--- src/rtl/pipe_stall_ctrl_if.sv ---
// Hazard-control bundle between the pipeline stage logic and pipe_stall_ctrl.
// The stage logic drives the requests as master; the controller answers as slave.
interface pipe_stall_ctrl_if #(
  parameter int NSTAGE = 6,
  parameter int PC_W   = 32,
  parameter int HOLD_W = 4
);
  logic [NSTAGE-1:0] stallreq;
  logic              hold_req;
  logic [HOLD_W-1:0] hold_cycles;
  logic              excp_req;
  logic [PC_W-1:0]   excp_pc;
  logic [NSTAGE-1:0] stall;
  logic [NSTAGE-1:0] bubble;
  logic              flush;
  logic [PC_W-1:0]   new_pc;
  logic [1:0]        busy_state;
  logic              wdog_err;

  modport master (
    output stallreq, hold_req, hold_cycles, excp_req, excp_pc,
    input  stall, bubble, flush, new_pc, busy_state, wdog_err
  );

  modport slave (
    input  stallreq, hold_req, hold_cycles, excp_req, excp_pc,
    output stall, bubble, flush, new_pc, busy_state, wdog_err
  );
endinterface

--- src/rtl/pipe_stall_ctrl.sv ---
// Pipeline hazard controller: merges stall, multi-cycle hold and exception
// requests into per-stage stall/bubble vectors plus a registered redirect flush.
module pipe_stall_ctrl #(
  parameter int NSTAGE     = 6,
  parameter int PC_W       = 32,
  parameter int HOLD_W     = 4,
  parameter int HOLD_STAGE = 3,
  parameter int WDOG_MAX   = 255
) (
  input  logic             clk,
  input  logic             resetn,
  pipe_stall_ctrl_if.slave bus
);

  typedef enum logic [1:0] {
    ST_RUN   = 2'd0,
    ST_HOLD  = 2'd1,
    ST_FLUSH = 2'd2
  } state_t;

  localparam int WDOG_W = $clog2(WDOG_MAX + 1);
  localparam logic [WDOG_W-1:0] WDOG_LIM = WDOG_W'(WDOG_MAX);

  state_t            state;
  state_t            state_next;
  logic [HOLD_W-1:0] hold_cnt;
  logic [HOLD_W-1:0] hold_cnt_next;
  logic              flush_q;
  logic              flush_next;
  logic [PC_W-1:0]   pc_q;
  logic [PC_W-1:0]   pc_next;
  logic [NSTAGE-1:0] eff_req;
  logic [NSTAGE-1:0] req_gated;
  logic [NSTAGE-1:0] stall_mask;
  logic [NSTAGE-1:0] bubble_mask;
  logic              any_req;
  int                top;
  logic [WDOG_W-1:0] wdog_cnt;
  logic [WDOG_W-1:0] wdog_inc;
  logic              wdog_q;

  always_ff @(posedge clk or negedge resetn) begin
    if (!resetn) begin
      state    <= ST_RUN;
      hold_cnt <= '0;
      flush_q  <= 1'b0;
      pc_q     <= '0;
    end else begin
      state    <= state_next;
      hold_cnt <= hold_cnt_next;
      flush_q  <= flush_next;
      pc_q     <= pc_next;
    end
  end

  // hold_cnt counts the HOLD-state cycles still owed; the accept cycle in RUN
  // is already the first stalled cycle, so a 1-cycle hold never enters HOLD.
  always_comb begin
    state_next    = state;
    hold_cnt_next = hold_cnt;
    flush_next    = 1'b0;
    pc_next       = pc_q;
    eff_req       = '0;
    unique case (state)
      ST_RUN: begin
        eff_req = bus.stallreq;
        if (bus.excp_req) begin
          flush_next = 1'b1;
          pc_next    = bus.excp_pc;
          state_next = ST_FLUSH;
        end else if (bus.hold_req) begin
          eff_req[HOLD_STAGE] = 1'b1;
          if (bus.hold_cycles > HOLD_W'(1)) begin
            hold_cnt_next = bus.hold_cycles - HOLD_W'(1);
            state_next    = ST_HOLD;
          end
        end
      end
      ST_HOLD: begin
        eff_req             = bus.stallreq;
        eff_req[HOLD_STAGE] = 1'b1;
        if (bus.excp_req) begin
          hold_cnt_next = '0;
          flush_next    = 1'b1;
          pc_next       = bus.excp_pc;
          state_next    = ST_FLUSH;
        end else begin
          hold_cnt_next = hold_cnt - HOLD_W'(1);
          if (hold_cnt <= HOLD_W'(1)) begin
            state_next = ST_RUN;
          end
        end
      end
      ST_FLUSH: begin
        state_next = ST_RUN;
      end
      default: begin
        state_next = ST_RUN;
      end
    endcase
  end

  // Requests are masked while reset is asserted so the outputs go quiet at once.
  always_comb begin
    req_gated   = resetn ? eff_req : '0;
    any_req     = 1'b0;
    top         = 0;
    stall_mask  = '0;
    bubble_mask = '0;
    for (int k = 0; k < NSTAGE; k++) begin
      if (req_gated[k]) begin
        any_req = 1'b1;
        top     = k;
      end
    end
    for (int j = 0; j < NSTAGE; j++) begin
      stall_mask[j]  = any_req && (j <= top);
      bubble_mask[j] = any_req && (j == top + 1);
    end
  end

  assign wdog_inc = (wdog_cnt == WDOG_LIM) ? wdog_cnt : wdog_cnt + WDOG_W'(1);

  always_ff @(posedge clk or negedge resetn) begin
    if (!resetn) begin
      wdog_cnt <= '0;
      wdog_q   <= 1'b0;
    end else if (stall_mask != '0) begin
      wdog_cnt <= wdog_inc;
      if (wdog_inc == WDOG_LIM) begin
        wdog_q <= 1'b1;
      end
    end else begin
      wdog_cnt <= '0;
    end
  end

  assign bus.stall      = stall_mask;
  assign bus.bubble     = bubble_mask;
  assign bus.flush      = flush_q;
  assign bus.new_pc     = pc_q;
  assign bus.busy_state = state;
  assign bus.wdog_err   = wdog_q;

endmodule
--- src/flat_wrapper.sv ---
// flat-port wrapper written by rule: the top's interface ports become plain ports
module pipe_stall_ctrl_flat 
#(
  parameter int NSTAGE     = 6,
  parameter int PC_W       = 32,
  parameter int HOLD_W     = 4,
  parameter int HOLD_STAGE = 3,
  parameter int WDOG_MAX   = 255
)
  (clk, resetn, bus_stallreq, bus_hold_req, bus_hold_cycles, bus_excp_req, bus_excp_pc, bus_stall, bus_bubble, bus_flush, bus_new_pc, bus_busy_state, bus_wdog_err);
  pipe_stall_ctrl_if #(.NSTAGE(NSTAGE), .PC_W(PC_W), .HOLD_W(HOLD_W)) bus_i ();
  input  logic clk;
  input  logic resetn;
  input wire logic [$bits(bus_i.stallreq)-1:0] bus_stallreq;
  input wire logic [$bits(bus_i.hold_req)-1:0] bus_hold_req;
  input wire logic [$bits(bus_i.hold_cycles)-1:0] bus_hold_cycles;
  input wire logic [$bits(bus_i.excp_req)-1:0] bus_excp_req;
  input wire logic [$bits(bus_i.excp_pc)-1:0] bus_excp_pc;
  output wire logic [$bits(bus_i.stall)-1:0] bus_stall;
  output wire logic [$bits(bus_i.bubble)-1:0] bus_bubble;
  output wire logic [$bits(bus_i.flush)-1:0] bus_flush;
  output wire logic [$bits(bus_i.new_pc)-1:0] bus_new_pc;
  output wire logic [$bits(bus_i.busy_state)-1:0] bus_busy_state;
  output wire logic [$bits(bus_i.wdog_err)-1:0] bus_wdog_err;
  assign bus_i.stallreq = bus_stallreq;
  assign bus_i.hold_req = bus_hold_req;
  assign bus_i.hold_cycles = bus_hold_cycles;
  assign bus_i.excp_req = bus_excp_req;
  assign bus_i.excp_pc = bus_excp_pc;
  assign bus_stall = bus_i.stall;
  assign bus_bubble = bus_i.bubble;
  assign bus_flush = bus_i.flush;
  assign bus_new_pc = bus_i.new_pc;
  assign bus_busy_state = bus_i.busy_state;
  assign bus_wdog_err = bus_i.wdog_err;
  pipe_stall_ctrl #(.NSTAGE(NSTAGE), .PC_W(PC_W), .HOLD_W(HOLD_W), .HOLD_STAGE(HOLD_STAGE), .WDOG_MAX(WDOG_MAX)) u_core (.clk(clk), .resetn(resetn), .bus(bus_i));
endmodule
--- config.mk ---
export PLATFORM = sky130hd
export DESIGN_NAME = pipe_stall_ctrl_flat
export DESIGN_NICKNAME = d
export VERILOG_FILES = /design/src/rtl/pipe_stall_ctrl_if.sv /design/src/rtl/pipe_stall_ctrl.sv /design/src/flat_wrapper.sv
export SDC_FILE = /design/constraint.sdc
export NUM_CORES = 1
export LEC_CHECK = 0
export BUFFER_PORTS_ARGS = -buffer_cell sky130_fd_sc_hd__buf_4
export CAP_MARGIN = 40
export CORE_MARGIN = 10
export CORE_UTILIZATION = 43
export DETAILED_ROUTE_END_ITERATION = 6
export HOLD_SLACK_MARGIN = 0.02
export PLACE_DENSITY = 0.75
export SYNTH_ARGS = -nofsm -noshare
export SYNTH_HDL_FRONTEND = slang
export SYNTH_SLANG_ARGS = --single-unit
--- constraint.sdc ---
create_clock -name clk -period 1.73 [get_ports clk]
set_clock_uncertainty 0.2 [all_clocks]
set_input_delay 0.0865 -clock clk [delete_from_list [all_inputs] [get_ports clk]]
set_output_delay 0.0865 -clock clk [all_outputs]
set_load 0.05 [all_outputs]
# == Yosys cells after proc, flatten, opt, wreduce, memory -nomap -nowiden ==
# Index checks and enable logic that the tools add are counted.
# word_totals
inputBits,46
mem_bits_rw,0
latch_bits,0
output_inout_bits,48
mem_bits_ro,0
wordCells,83
reg_bits,48
memories,0
# op_classes
add_sub_neg,4
div,0
magnitude_cmp,8
n_shift,0
n_eq_ne,14
muxes,30
n_mul,0
n_bitwise,0
n_reduce_logical,21
# op_table
operator,n
$eq 3x32->1 const A,2
$eq 4x32->1 const A,2
$eq 2x32->1 const A,1
$logic_not 32->1,1
$eq 8x8->1 const B,2
$mux 4,4
$mux 8,2
$mux 2,7
$logic_and 1x1->1,12
$pmux 6 s2,1
$mux 1,11
$add 8x1->8 const B,1
$pmux 4 s2,1
$sub 4x1->4 const B,2
$le 1x3->1 const A,2
$le 2x3->1 const A,2
$le 3x3->1 const A,2
$mux 3,2
$mux 6,1
$ne 3x2->1 const B,2
$reduce_bool 6->1,1
$add 3x1->4 const B,1
$gt 4x1->1 const B,1
$le 4x1->1 const B,1
other kinds (11),13

# == Depth between registers and ports, before layout ==
# depth
word_depth,13
depth_mapped,6
depth_no_buf,6

# == Least setup slack after synthesis ==
# OpenSTA, ideal clock, no wires.
# synth_timing
path_kind,reg2out
startpoint,register u_core.state[1] (netlist: u_core.bus.busy_state[1])
endpoint,output port bus_bubble[5]
path_stages_with_launch,4
slack_ns,-1.063
arrival_time_ns,2.507
required_ns,1.443
path_buffers,1
cell_sequence,dfrtp_1 nand2b_1 buf_2 nor4_1
# synth_via
elab_chain_len,11
# synth_rtl
item,line,text
from (decl),pipe_stall_ctrl.sv:24,state_t state;
from (signal assigned),pipe_stall_ctrl.sv:49,state <= state_next;
$eq 2x1->1 or $logic_not 2->1 (tied branches),pipe_stall_ctrl.sv:64,unique case (state)
$pmux 6 s2 (*),pipe_stall_ctrl.sv:64,
$mux 6 (*),pipe_stall_ctrl.sv:105,req_gated = resetn ? eff_req : '0;
$mux 1,pipe_stall_ctrl.sv:111,if (req_gated[k]) begin
$mux 2 (2 in series),pipe_stall_ctrl.sv:111,
$mux 3 (2 in series),pipe_stall_ctrl.sv:111,
$add 3x1->4,pipe_stall_ctrl.sv:118,bubble_mask[j] = any_req && (j == top + 1);
$eq 4x32->1,pipe_stall_ctrl.sv:118,
$logic_and 1x1->1 (*),pipe_stall_ctrl.sv:118,
to (decl),flat_wrapper.sv:20,output wire logic [$bits(bus_i.bubble)-1:0] bus_bubble;
# Every way passes the cells marked *; elsewhere a longest branch is shown, timed or not.

# == Worst setup path after layout ==
# layout_timing
startpoint,register u_core.state[0] (netlist: u_core.bus.busy_state[0])
endpoint,output port bus_stall[0]
# layout_via
elab_chain_len,10
# layout_rtl
item,line,text
$eq 2x1->1 or $logic_not 2->1 (tied branches),pipe_stall_ctrl.sv:64,
$pmux 6 s2 (*),pipe_stall_ctrl.sv:64,
$mux 6 (*),pipe_stall_ctrl.sv:105,
$mux 1,pipe_stall_ctrl.sv:111,
$mux 2 or $mux 1 (tied branches) (2 in series),pipe_stall_ctrl.sv:111,
$mux 3 or $mux 1 (tied branches) (2 in series),pipe_stall_ctrl.sv:111,
$le 1x3->1 or $mux 1 (tied branches),"pipe_stall_ctrl.sv:117, pipe_stall_ctrl.sv:111",
$logic_and 1x1->1 (*),pipe_stall_ctrl.sv:117,stall_mask[j] = any_req && (j <= top);
to (decl),flat_wrapper.sv:19,output wire logic [$bits(bus_i.stall)-1:0] bus_stall;
# Marks and branches as above.

==> summary.txt <==
Worst setup path
  – Critical path's slowest cell: dfrtp_2
  – Crit path cell chain: nor2_4, buf_4, buf_4, a41o_4, clkinvlp_4, buf_6
  – Critical path start-end classification: flop to output port
  – CP delay by family, top: buffers and inverters
  – Setup crit start kind: flop
  – R2R Path Start: u_core.bus.busy_state[0]
  – CP most frequent cell: buf_4
  – Critical Path Max Stage Delay: 0.43 ns
  – Critical Path Fanout Max: 4
  – Worst Path Arrival: 1.59 ns
  – Crit path buf inv count: 4
  – Req. time, crit path: 1.44 ns
  – Crit path from: u_core.bus.busy_state[0]
  – Worst Setup End Kind: output port

Power
  – Power, Total: 3.386 mW
  – Leak: 1.763 nW
  – Switching share of power: 0.3749
  – Sw Pwr: 1.269 mW
  – Int Power: 2.117 mW
  – Clock share of power: 0.184
  – Sequential Power Share: 0.412
  – VDD IR max: 0.5744 mV
  – P per Cell Area: 890.2 nW/um^2
  – Combinational Power Share: 0.404

Timing
  – Final min period: 1.874 ns
  – Setup WS post-layout: -0.1435 ns
  – RSZ-0062 raised after global routing: yes
  – Final slew viol count: 0
  – Worst slew pin tran: 0.5879 ns
  – WHS: 0.03369 ns
  – Worst relative slew slack: 0.6081
  – # setup viols final: 5
  – Tcrit/Tclk final: 1.083
  – Final hold vios: 0
  – Fin Setup TNS: -0.4805 ns
  – FMAX: 533.8 MHz

GRT
  – Initial antenna violation count: 0
  – GRT Overall Usage: 0.1466
  – Global route total overflow: 0
  – Largest net degree at the start of global routing: 48
  – Vias in the first global route: 2107
  – First-pass GRT wire length: 10320 um

Yosys
  – Synth top area share: 0.5278
  – Sequential area share after synthesis: 0.5278
  – Post-Synthesis Cells: 190
  – Most used flip-flop cell after synthesis: dfrtp_1
  – Netlist cell types: 40
  – Post-synth ARST share: 1.000
  – Ranking of synthesized cells by area: dfrtp_1 53%, mux2_2 16%, nor2_1 2.8%
  – Synth area leader: dfrtp_1
  – Netlist Area Pre-Place: 2276 sq um
  – Top-count cell post-synth: dfrtp_1
  – Synthesized Nets: 241
  – Syn avg cell area: 11.98 sq um
  – Post-synth EDFFs: 0
  – Most instantiated cells after synthesis: 48 x dfrtp_1, 33 x mux2_2, 17 x nor2_1
  – Synth warn: 0
  – Register bit count reported by yosys: 48

Worst hold path
  – Hold Startpoint: bus_hold_cycles[2]
  – Worst Hold Class: primary input to flop

Detailed routing
  – Detailed-route DRC error count: 0
  – Iteration-0 DRC Markers: 63
  – DRT Pass-1 Iters: 4
  – Vias after detailed routing: 1986
  – Vias per inst: 4.880
  – Antenna Nets Post-Route: 0
  – Detailed-route wire length: 6587 um
  – Avg WL per Cell: 16.18 um

Cells and area
  – Layout cells sized above 1: 0.5312
  – Fillers: 364
  – P&R area growth vs syn: 67.12%
  – Final cell count without fillers: 407
  – Fin area: 3804 sq um
  – Final nets: 388
  – Antenna fix cells: 0
  – Layout Utilization: 0.7447

Outcome
  – Status: finished with violations
  – Failing checks: setup timing

Die
  – Die Ht: 92.75 um
  – Die area: 8603 sq um
  – # rows: 26
  – Die W: 92.75 um
  – I/O pins: 94
  – Core area: 5107 sq um
  – Initial Utilization: 0.4456

Clock network
  – Clk root buf: clkbuf_8
  – Clock-pin slew on the worst setup and hold paths: 0.08 ns
  – Sinks on Clock Net: 48
  – CTS tree: built
  – CTS buffer count: 5
  – H-tree Lvls: 2
  – Clock buffer depth: 2
  – Clk Latency, worst-skew pair: 0.29 ns

Placement
  – Placed insts: 353
  – DP Wirelength: 4467 um
  – Number of port buffers: 92
  – DP Worst Slack: 0.01902 ns
  – Placed inst area: 3161 sq um
  – RD Place Congestion: 0.8139

Job
  – MaxCap Viol Count: 0
layout by cell type, fill, tap and decap left out, drive strengths merged, types with 6 or more instances in the layout:
cell / Yosys / layout
buf: 8 / 111
dfrtp: 48 / 48
dlygate4sd3: 0 / 37
mux2: 33 / 33
nor2: 20 / 20
o21ai: 6 / 6
tightest hold or removal path, cell delays in order:
cell and delay (ns):
buf_4 0.11, xor2_1 0.06, mux2i_1 0.13, o22ai_1 0.09
flip-flops by register name, summed over array words and instances, names as in the netlist:
register and flops:
u_core.hold_cnt 4, u_core.wdog_cnt 8, u_core.bus.flush 1, u_core.bus.new_pc 32, u_core.bus.wdog_err 1, u_core.bus.busy_state 2
final timing paths:
kind | end | slack (ns) | cells after the start
worst max-delay path | bus_stall[0] | -0.14 | 6
worst min-delay path | u_core.hold_cnt[2] | 0.03 | 4
worst max register to register | u_core.bus.wdog_err | 0.01 | 7
worst min register to register | u_core.bus.wdog_err | 0.28 | 1
max in group asynchronous | u_core.bus.busy_state[1] | 0.56 | 3
min in group asynchronous | u_core.wdog_cnt[6] | 0.32 | 3
final cells by class:
cell class,instances,area [sq um],area share
multi-input cells,128,1146,0.3013
clock inverters,2,12.51,0.003289
inverters,6,26.28,0.006908
repair buffers,148,1257,0.3306
flip-flops and latches,48,1205,0.3168
well taps,70,87.58,0.02303
clock buffers,5,68.82,0.01809
power groups by stage:
| stage | registers (mW) | logic [mW] | clock network (mW) |
|---|---|---|---|
| 2_1_floorplan | 1.82 | 0.406 | 0 |
| 3_3_place_gp | 1.41 | 1.23 | 0 |
| 3_5_place_dp | 1.42 | 1.24 | 0 |
| 4_1_cts | 1.39 | 1.35 | 0.653 |
| 5_1_grt | 1.42 | 1.44 | 0.684 |
| 6_report | 1.40 | 1.37 | 0.623 |
kinds of logic after synthesis:
| logic type | synth area share |
|---|---|
| AND/OR/NAND/NOR | 0.1259 |
| adder cells (fa/ha/maj) | 0.02749 |
| AO/OA/AOI/OAI | 0.08466 |
| flip-flops | 0.5278 |
| other | 0.001648 |
| XOR/XNOR | 0.02309 |
| multiplexers | 0.1809 |
| buffers and inverters | 0.02859 |
routing by layer:
layer	wire length, um	vias to the layer above	track usage
met3	481	7	0.05004
met5	0	-	0
li1	-	969	-
met2	3587	62	0.2812
met4	59	0	0.02314
met1	2459	948	0.1521
timing repair:
item | in CTS | in global routing
setup buffers | 7 | 3
endpoints found under the hold margin | 86 | 0
cloned | 0 | 0
pin swaps | 5 | 7
hold buffers | 37 | 0
resized for setup | 16 | 11
endpoints found under the setup margin | 8 | 13
(Power assumes the default switching activity.)
